===== config.mk =====
export PLATFORM = sky130hd
export DESIGN_NAME = control_flow_unit
export DESIGN_NICKNAME = d
export VERILOG_FILES = /design/src/rtl/control_flow_unit.sv
export SDC_FILE = /design/constraint.sdc
export NUM_CORES = 1
export LEC_CHECK = 0
export CORE_MARGIN = 2
export CORE_UTILIZATION = 50
export CTS_CLUSTER_DIAMETER = 30
export DETAILED_ROUTE_END_ITERATION = 10
export HOLD_SLACK_MARGIN = 0.06
export PLACE_DENSITY = 0.95
export RECOVER_POWER = 100
export SETUP_SLACK_MARGIN = 0.15
export SYNTH_ARGS = -nofsm -noshare
export SYNTH_HDL_FRONTEND = slang
export SYNTH_SLANG_ARGS = --single-unit
export TNS_END_PERCENT = 20

===== constraint.sdc =====
create_clock -name clk -period 4.8 [get_ports clk]
set_input_delay 0.72 -clock clk [delete_from_list [all_inputs] [get_ports clk]]
set_output_delay 0.72 -clock clk [all_outputs]
set_load 0.005 [all_outputs]

===== src/rtl/control_flow_unit.sv =====
// control_flow_unit
// Turns structured control instructions into push/pop traffic for the control
// stack and resolves fetch redirects. Branches and returns unwind one frame per
// cycle; overflow and underflow land in a sticky TRAP state left only by reset.
module control_flow_unit #(
   parameter int ADDR_W  = 8,
   parameter int SP_W    = 4,
   parameter int FRAME_W = 2 + 1 + SP_W + ADDR_W,
   parameter int DEPTH   = 16,
   parameter int DEPTH_W = 4
) (
   input  logic               clk,
   input  logic               rst_n,
   input  logic               op_valid,
   output logic               op_ready,
   input  logic [2:0]         op_kind,
   input  logic               op_cond,
   input  logic [DEPTH_W-1:0] op_depth,
   input  logic [ADDR_W-1:0]  op_pc,
   input  logic [ADDR_W-1:0]  op_target,
   input  logic               op_retnum,
   input  logic [SP_W-1:0]    op_sp,
   output logic               cs_push,
   output logic               cs_pop,
   output logic [FRAME_W-1:0] cs_push_data,
   input  logic [FRAME_W-1:0] cs_top_data,
   input  logic               cs_empty,
   output logic               jump_valid,
   output logic [ADDR_W-1:0]  jump_addr,
   output logic [SP_W-1:0]    jump_sp_tag,
   output logic               jump_retnum,
   output logic               done,
   output logic               trap
);

   typedef enum logic [1:0] {
      S_IDLE   = 2'd0,
      S_UNWIND = 2'd1,
      S_RET    = 2'd2,
      S_TRAP   = 2'd3
   } state_t;

   localparam logic [2:0] OP_BLOCK  = 3'd0;
   localparam logic [2:0] OP_LOOP   = 3'd1;
   localparam logic [2:0] OP_IF     = 3'd2;
   localparam logic [2:0] OP_CALL   = 3'd3;
   localparam logic [2:0] OP_END    = 3'd4;
   localparam logic [2:0] OP_BR     = 3'd5;
   localparam logic [2:0] OP_BR_IF  = 3'd6;
   localparam logic [2:0] OP_RETURN = 3'd7;

   localparam logic [1:0] T_BLOCK = 2'b00;
   localparam logic [1:0] T_CALL  = 2'b01;
   localparam logic [1:0] T_IF    = 2'b10;
   localparam logic [1:0] T_LOOP  = 2'b11;

   localparam int               CNT_W    = $clog2(DEPTH + 1);
   localparam logic [CNT_W-1:0] CNT_FULL = CNT_W'(DEPTH);

   state_t               state_q, state_d;
   logic [CNT_W-1:0]     cnt_q, cnt_d;
   logic [DEPTH_W-1:0]   k_q, k_d;
   logic                 jump_valid_q, jump_valid_d;
   logic [ADDR_W-1:0]    jump_addr_q, jump_addr_d;
   logic [SP_W-1:0]      jump_sp_q, jump_sp_d;
   logic                 jump_ret_q, jump_ret_d;
   logic                 done_q, done_d;
   logic                 trap_q, trap_d;

   logic                 push_req;
   logic                 pop_req;
   logic                 push_want;
   logic                 push_jump;
   logic [FRAME_W-1:0]   frame_cand;
   logic [FRAME_W-1:0]   push_frame;

   logic [1:0]           top_type;
   logic                 top_ret;
   logic [SP_W-1:0]      top_sp;
   logic [ADDR_W-1:0]    top_addr;

   assign top_type = cs_top_data[FRAME_W-1 -: 2];
   assign top_ret  = cs_top_data[ADDR_W+SP_W];
   assign top_sp   = cs_top_data[ADDR_W +: SP_W];
   assign top_addr = cs_top_data[ADDR_W-1:0];

   function automatic logic [FRAME_W-1:0] make_frame(
      input logic [1:0]        t,
      input logic              r,
      input logic [SP_W-1:0]   s,
      input logic [ADDR_W-1:0] a
   );
      return {t, r, s, a};
   endfunction

   // Next-state, stack traffic and redirect resolution for the sequencer
   always_comb begin
      state_d      = state_q;
      cnt_d        = cnt_q;
      k_d          = k_q;
      jump_valid_d = 1'b0;
      jump_addr_d  = jump_addr_q;
      jump_sp_d    = jump_sp_q;
      jump_ret_d   = jump_ret_q;
      done_d       = 1'b0;
      trap_d       = trap_q;
      push_req     = 1'b0;
      pop_req      = 1'b0;
      push_want    = 1'b0;
      push_jump    = 1'b0;
      frame_cand   = '0;
      push_frame   = '0;

      case (state_q)
         S_IDLE: begin
            if (op_valid) begin
               case (op_kind)
                  OP_BLOCK: begin
                     push_want  = 1'b1;
                     frame_cand = make_frame(T_BLOCK, op_retnum, op_sp, op_target);
                  end
                  OP_LOOP: begin
                     push_want  = 1'b1;
                     frame_cand = make_frame(T_LOOP, op_retnum, op_sp, op_pc);
                  end
                  OP_IF: begin
                     push_want  = 1'b1;
                     push_jump  = ~op_cond;
                     frame_cand = make_frame(T_IF, op_retnum, op_sp, op_target);
                  end
                  OP_CALL: begin
                     push_want  = 1'b1;
                     push_jump  = 1'b1;
                     frame_cand = make_frame(T_CALL, op_retnum, op_sp, op_pc + ADDR_W'(1));
                  end
                  OP_END: begin
                     if (cs_empty) begin
                        done_d = 1'b1;
                     end else begin
                        pop_req = 1'b1;
                        if (top_type == T_CALL) begin
                           jump_valid_d = 1'b1;
                           jump_addr_d  = top_addr;
                           jump_sp_d    = top_sp;
                           jump_ret_d   = top_ret;
                        end
                     end
                  end
                  OP_BR: begin
                     k_d     = op_depth;
                     state_d = S_UNWIND;
                  end
                  OP_BR_IF: begin
                     if (op_cond) begin
                        k_d     = op_depth;
                        state_d = S_UNWIND;
                     end
                  end
                  OP_RETURN: begin
                     state_d = S_RET;
                  end
                  default: begin
                  end
               endcase

               if (push_want) begin
                  if (cnt_q == CNT_FULL) begin
                     trap_d  = 1'b1;
                     state_d = S_TRAP;
                  end else begin
                     push_req   = 1'b1;
                     push_frame = frame_cand;
                     if (push_jump) begin
                        jump_valid_d = 1'b1;
                        jump_addr_d  = op_target;
                        jump_sp_d    = op_sp;
                        jump_ret_d   = op_retnum;
                     end
                  end
               end
            end
         end

         S_UNWIND: begin
            if (cs_empty) begin
               trap_d  = 1'b1;
               state_d = S_TRAP;
            end else if (k_q != '0) begin
               pop_req = 1'b1;
               k_d     = k_q - DEPTH_W'(1);
            end else begin
               pop_req      = (top_type != T_LOOP);
               jump_valid_d = 1'b1;
               jump_addr_d  = top_addr;
               jump_sp_d    = top_sp;
               jump_ret_d   = top_ret;
               state_d      = S_IDLE;
            end
         end

         S_RET: begin
            if (cs_empty) begin
               trap_d  = 1'b1;
               state_d = S_TRAP;
            end else begin
               pop_req = 1'b1;
               if (top_type == T_CALL) begin
                  jump_valid_d = 1'b1;
                  jump_addr_d  = top_addr;
                  jump_sp_d    = top_sp;
                  jump_ret_d   = top_ret;
                  state_d      = S_IDLE;
               end
            end
         end

         S_TRAP: begin
         end

         default: begin
            state_d = S_IDLE;
         end
      endcase

      if (push_req && !pop_req) begin
         cnt_d = cnt_q + CNT_W'(1);
      end else if (pop_req && !push_req && (cnt_q != '0)) begin
         cnt_d = cnt_q - CNT_W'(1);
      end
   end

   // State, occupancy, unwind counter and registered redirect/status outputs
   always_ff @(posedge clk or negedge rst_n) begin
      if (!rst_n) begin
         state_q      <= S_IDLE;
         cnt_q        <= '0;
         k_q          <= '0;
         jump_valid_q <= 1'b0;
         jump_addr_q  <= '0;
         jump_sp_q    <= '0;
         jump_ret_q   <= 1'b0;
         done_q       <= 1'b0;
         trap_q       <= 1'b0;
      end else begin
         state_q      <= state_d;
         cnt_q        <= cnt_d;
         k_q          <= k_d;
         jump_valid_q <= jump_valid_d;
         jump_addr_q  <= jump_addr_d;
         jump_sp_q    <= jump_sp_d;
         jump_ret_q   <= jump_ret_d;
         done_q       <= done_d;
         trap_q       <= trap_d;
      end
   end

   assign op_ready     = (state_q == S_IDLE);
   assign cs_push      = push_req;
   assign cs_pop       = pop_req;
   assign cs_push_data = push_frame;
   assign jump_valid   = jump_valid_q;
   assign jump_addr    = jump_addr_q;
   assign jump_sp_tag  = jump_sp_q;
   assign jump_retnum  = jump_ret_q;
   assign done         = done_q;
   assign trap         = trap_q;

endmodule


After elaboration in Yosys (flattened, before gate mapping)
Cells that the tools add are included.
- register bits: 27
- output and inout port bits: 34
- logic and storage cells: 144
- add/subtract/negate cells: 4
- equal/unequal tests: 23
- muxes and demuxes: 88
- bitwise gates (word level): 1
- reduce and logical (&&, ||, !) cells: 19
- operators by type and width (cell ; count):
    8-bit 2-to-1 mux ; 9
    15-bit 2-to-1 mux ; 4
    15-bit case mux with 4 select lines ; 1
    4-bit 2-to-1 mux ; 13
    1-bit 2-to-1 mux ; 40
    8-bit case mux with 3 select lines ; 1
    2-bit 2-to-1 mux ; 8
    4-bit case mux with 2 select lines ; 2
    3-bit == test (second input constant) ; 4
    2-bit case mux with 3 select lines ; 2
    4-bit case mux with 3 select lines ; 1
    5-bit 2-to-1 mux ; 2
    2-bit inequality test (second input constant) ; 5
    3-bit inequality test (second input constant) ; 3
    1-bit case mux with 3 select lines ; 3
    8-bit by 1-bit adder with 8-bit output (second input constant) ; 1
    4-bit AND reduction ; 2
    3-bit by 2-bit == test with 1-bit output (second input constant) ; 2
    2-bit by 1-bit inequality test with 1-bit output (second input constant) ; 3
    6-bit AND reduction ; 1
    2-bit nonzero test ; 3
    5-bit by 1-bit adder with 5-bit output (second input constant) ; 1
    5-bit == test (second input constant) ; 1
    5-bit AND reduction ; 1
    17 further kinds ; 22

Logic depth before layout (Yosys ltp)
- depth in word-level cells: 13
- depth in mapped cells: 13
- mapped depth without buffers: 12

Worst setup path after synthesis
Ideal clock, no wire load.
- kind: input port to flip-flop
- start point: input port op_kind[2]
- end point: register cnt_q[4]
- arrival time: 2868 ps
- required time: 4713 ps
- slack: 1845 ps
- cell stages on the path: 11
- path buffers: 1
- path through: buf_2 > nor3b_2 > a31oi_1 > a211oi_2 > nand2b_1 > ha_1 > a21o_1 > a21oi_1 > nand2b_1 > mux2i_1 > a22oi_1
- RTL lines (what ; RTL line ; source):
    start: declaration ; 16 ; input logic [2:0] op_kind,
    3-bit == test * ; 117 ; case (op_kind)
    1-bit 2-to-1 mux * ; 117 ;
    1-bit 2-to-1 mux * ; 116 ; if (op_valid) begin
    1-bit case mux with 3 select lines * ; 114 ; case (state_q)
    net cs_pop ; 24 ; output logic cs_pop,
    1-bit zero test or 1-bit logical AND (tied branches) ; 225, 227 ;
    1-bit logical AND (on tied branches) ; 225, 227 ;
    5-bit 2-to-1 mux or 2-bit nonzero test (tied branches) ; - ;
    end signal: assignment ; 246 ; cnt_q <= cnt_d;
    end: declaration ; 61 ; logic [CNT_W-1:0] cnt_q, cnt_d;
The timed path passes the listed nets; every way through them passes the cells marked *. The select of a mux whose other input is x is not followed.
A chain may end at the register's enable or synchronous reset.

Worst setup path after layout
- start point: input port op_kind[1]
- end point: output port cs_pop
- cells in the longest elaborated chain, start to end: 4
- ends and longest elaborated chain (what ; RTL line):
    3-bit == test ; 117
    1-bit 2-to-1 mux ; 117
    1-bit 2-to-1 mux ; 116
    1-bit case mux with 3 select lines ; 114
    end: declaration ; 24
No other way between the ends.

==> metrics.txt <==
GPL Wtd Cong=0.845; nets=404; RSZ-0062 raised after global routing=no; pin count of the biggest net entering global routing=28; Final Skew=0.00465 ns; critical path arrival=3.49 ns; top_reg_cell synth=dfrtp_1; largest stage delay on the critical path=~0.71 ns; sequential area share after synthesis=0.283; Synth-to-Final Area Change=34.3%; CTS Hold Bufs=0; Critical Path Stages=6; worst-path cell chain=dlygate4sd3_1, nor3b_1, clkbuf_1, a31oi_1, a211oi_2, dlygate4sd3_1; LEAKAGE=1.32 nW; period utilization=0.878; total grt overflow=0; worst hold-check path type=register to register; hold slack final=0.487 ns; Final Critical Period=4.21 ns; Root Driver=clkbuf_8; CP top delay family=buffers and inverters; Hold Vio Cnt, Final=0; drt drc=0; vias per cell=6.20; Crit path buffers/inverters=3; core area=about 4700 um2; total track usage=0.259; endpoints failing setup=0; Slew @ Worst Pin=1.49 ns; Die Wd=73.1 um; DRT antenna net count=0; outcome=finished clean; clock buffer depth=2; met3 Use GR=0.0373; Mapped Cells=272; first-pass GRT wire length=10.9 mm; syn nets=331; Max transition margin=0.00471; Seq. cell area=676 um2; Post-synth EDFFs=0; Worst Path Max Fanout=13; Ys Warns=0; Detail Placement HPWL=5.10 mm; total number of vias=2469; Chip Height=~73 um; share of layout cells above drive strength 1=0.0552; mean post-synth cell area=8.77 um2; CP dominant cell by count=dlygate4sd3_1; area of the multi-input gates=1540 um2; final max-slew violation count=0; Initial DRC Count=between 200 and 250; vias in the first global route=2392; Die ar.=between 5000 and 6000 um2; CTS clk-pin slew, worst paths=0.10 ns; maxcap violations=0; post-synthesis cell type count=56; WL final=6.89 mm; Avg WL per Cell=17.3 um; I/O Pins=82; Max IR drop VDD=0.204 mV; CP Class=input pin to primary output; H-Tree Depth=1; First-pass DRT Iterations=5; CP Capture Type=primary output; pwr/cell area=about 500 nW/um2; Num CTS Buffers=3; CP max-delay cell=dlygate4sd3_1; CTS tree=yes; Layout fillers=372; grt met2 use=0.446; Critical Path Source Type=input pin; flops & latches, synth=27; Worst R2R Path Depth=12; # port buffers=81; ant diodes=0; asr flop ratio synth=1.00; Critical Path RT=4.08 ns; CTS Sinks=27; busiest grt layer=met2; hold depth=1; FP Rows=25; fmax=roughly 0.24 GHz; initial core utilization=0.512; Mapped Area=2380 um2; Final TNS setup=0 ns; initial antenna violation count=0; Post-CTS Setup Bufs=0; post-cts sizing count=0; met1 usage=0.325; worst skew pair latency=0.28 ns
cells in the mapped netlist, drive strengths merged (2+ instances only):
cell / count / area (um2)
a211oi: 10 / 85.1
nand2b: 6 / 45.0
dfrtp: 27 / 676
ha: 10 / 125
nor2: 32 / 120
xnor2: 5 / 43.8
xor2: 5 / 43.8
o21a: 5 / 37.5
o211ai: 2 / 15.0
nand4: 4 / 25.0
a311oi: 10 / 131
a21oi: 13 / 65.1
nor3b: 4 / 40.0
a21o: 3 / 22.5
nand3: 12 / 60.1
and2: 6 / 37.5
a221o: 11 / 110
a31oi: 3 / 18.8
nand2: 28 / 105
a211o: 2 / 17.5
inv: 10 / 37.5
o21ai: 5 / 25.0
mux2: 7 / 78.8
buf: 7 / 52.5
a22oi: 2 / 15.0
nand3b: 3 / 22.5
clkbuf: 10 / 37.5
o21bai: 2 / 26.3
mux2i: 8 / 80.1
a32oi: 3 / 26.3
final cells by class:
class	count	area share
inverters	10	0.0117
well taps	54	0.0211
clock inverters	1	0.00234
repair buffers	85	0.260
clock buffers	3	0.0129
flip-flops and latches	27	0.211
multi-input cells	218	0.481
kinds of logic (layout without fill, tap and decap cells):
| logic type | count (synthesis) | count (layout) | synth area share |
|---|---|---|---|
| AOI/OAI and AO/OA | 78 | 78 | 0.276 |
| muxes | 15 | 15 | 0.0666 |
| adders and majority gates | 11 | 11 | 0.0609 |
| DFF | 27 | 27 | 0.283 |
| and+or+nand+nor | 104 | 104 | 0.223 |
| xor gates and xnor gates | 10 | 10 | 0.0367 |
| buffers and inverters | 27 | 99 | 0.0535 |
layer usage:
layer / up-vias / part of all wire
met5: - / 0
met2: 121 / 0.50
met4: 0 / 0.023
met1: 1180 / 0.41
li1: 1152 / -
met3: 16 / 0.068
registers in the layout, summed over array words and instances, names as in the netlist:
register / cells
trap: 1
k_q: 4
jump_valid: 1
done: 1
jump_sp_tag: 4
jump_retnum: 1
state_q: 2
jump_addr: 8
cnt_q: 5
worst register-to-register path: stages (launching register included):
cell,delay (ns)
dfrtp_1,0.43
inv_1,0.12
ha_1,0.37
nand2_1,0.09
a211o_1,0.45
inv_1,0.34
nand2b_1,0.21
fa_1,0.45
a21o_1,0.18
a21oi_1,0.21
nand2b_1,0.17
mux2i_1,0.08
a22oi_1,0.18
power by group:
group          switching (W)  leakage [nW]  total (W)  internal (W)
clock              0.0000789        0.0217   0.000138     0.0000591
sequential          0.000101         0.330   0.000428      0.000328
combinational       0.000513         0.972   0.000995      0.000482
stage by stage:
stage / cells / total power (W) / worst slack (ns) / util / area (um2)
floorplan: 272 / 0.00115 / 1.84 / - / 2380
global placement: 394 / 0.00141 / 1.08 / 0.687 / 3200
detailed placement: 394 / 0.00146 / 0.898 / 0.687 / 3200
CTS: 398 / 0.00160 / 1.07 / 0.698 / 3250
global route: 398 / 0.00169 / 0.485 / 0.687 / 3200
finish: 398 / 0.00156 / 0.587 / 0.687 / 3200
placed cells by master, fill, tap and decap left out, types with 8 or more instances in the layout:
cell / n
nand2_1: 28
a311oi_1: 8
a21oi_1: 13
mux2i_1: 8
a221o_1: 11
dfrtp_1: 27
clkdlybuf4s50_1: 47
a211oi_1: 9
dlygate4sd3_1: 34
ha_1: 10
inv_1: 10
nor2_1: 32
nand3_1: 12
path summary, 6_finish.rpt:
kind	startpoint	end	slack, ns
hold reg to reg	trap	trap	0.49
max in group asynchronous	rst_n	cnt_q[3]	2.61
setup / recovery	op_kind[1]	cs_pop	0.59
hold / removal	trap	trap	0.49
min in group asynchronous	rst_n	jump_valid	1.33
setup reg to reg	state_q[1]	cnt_q[4]	1.43
(Power assumes the default switching activity.)
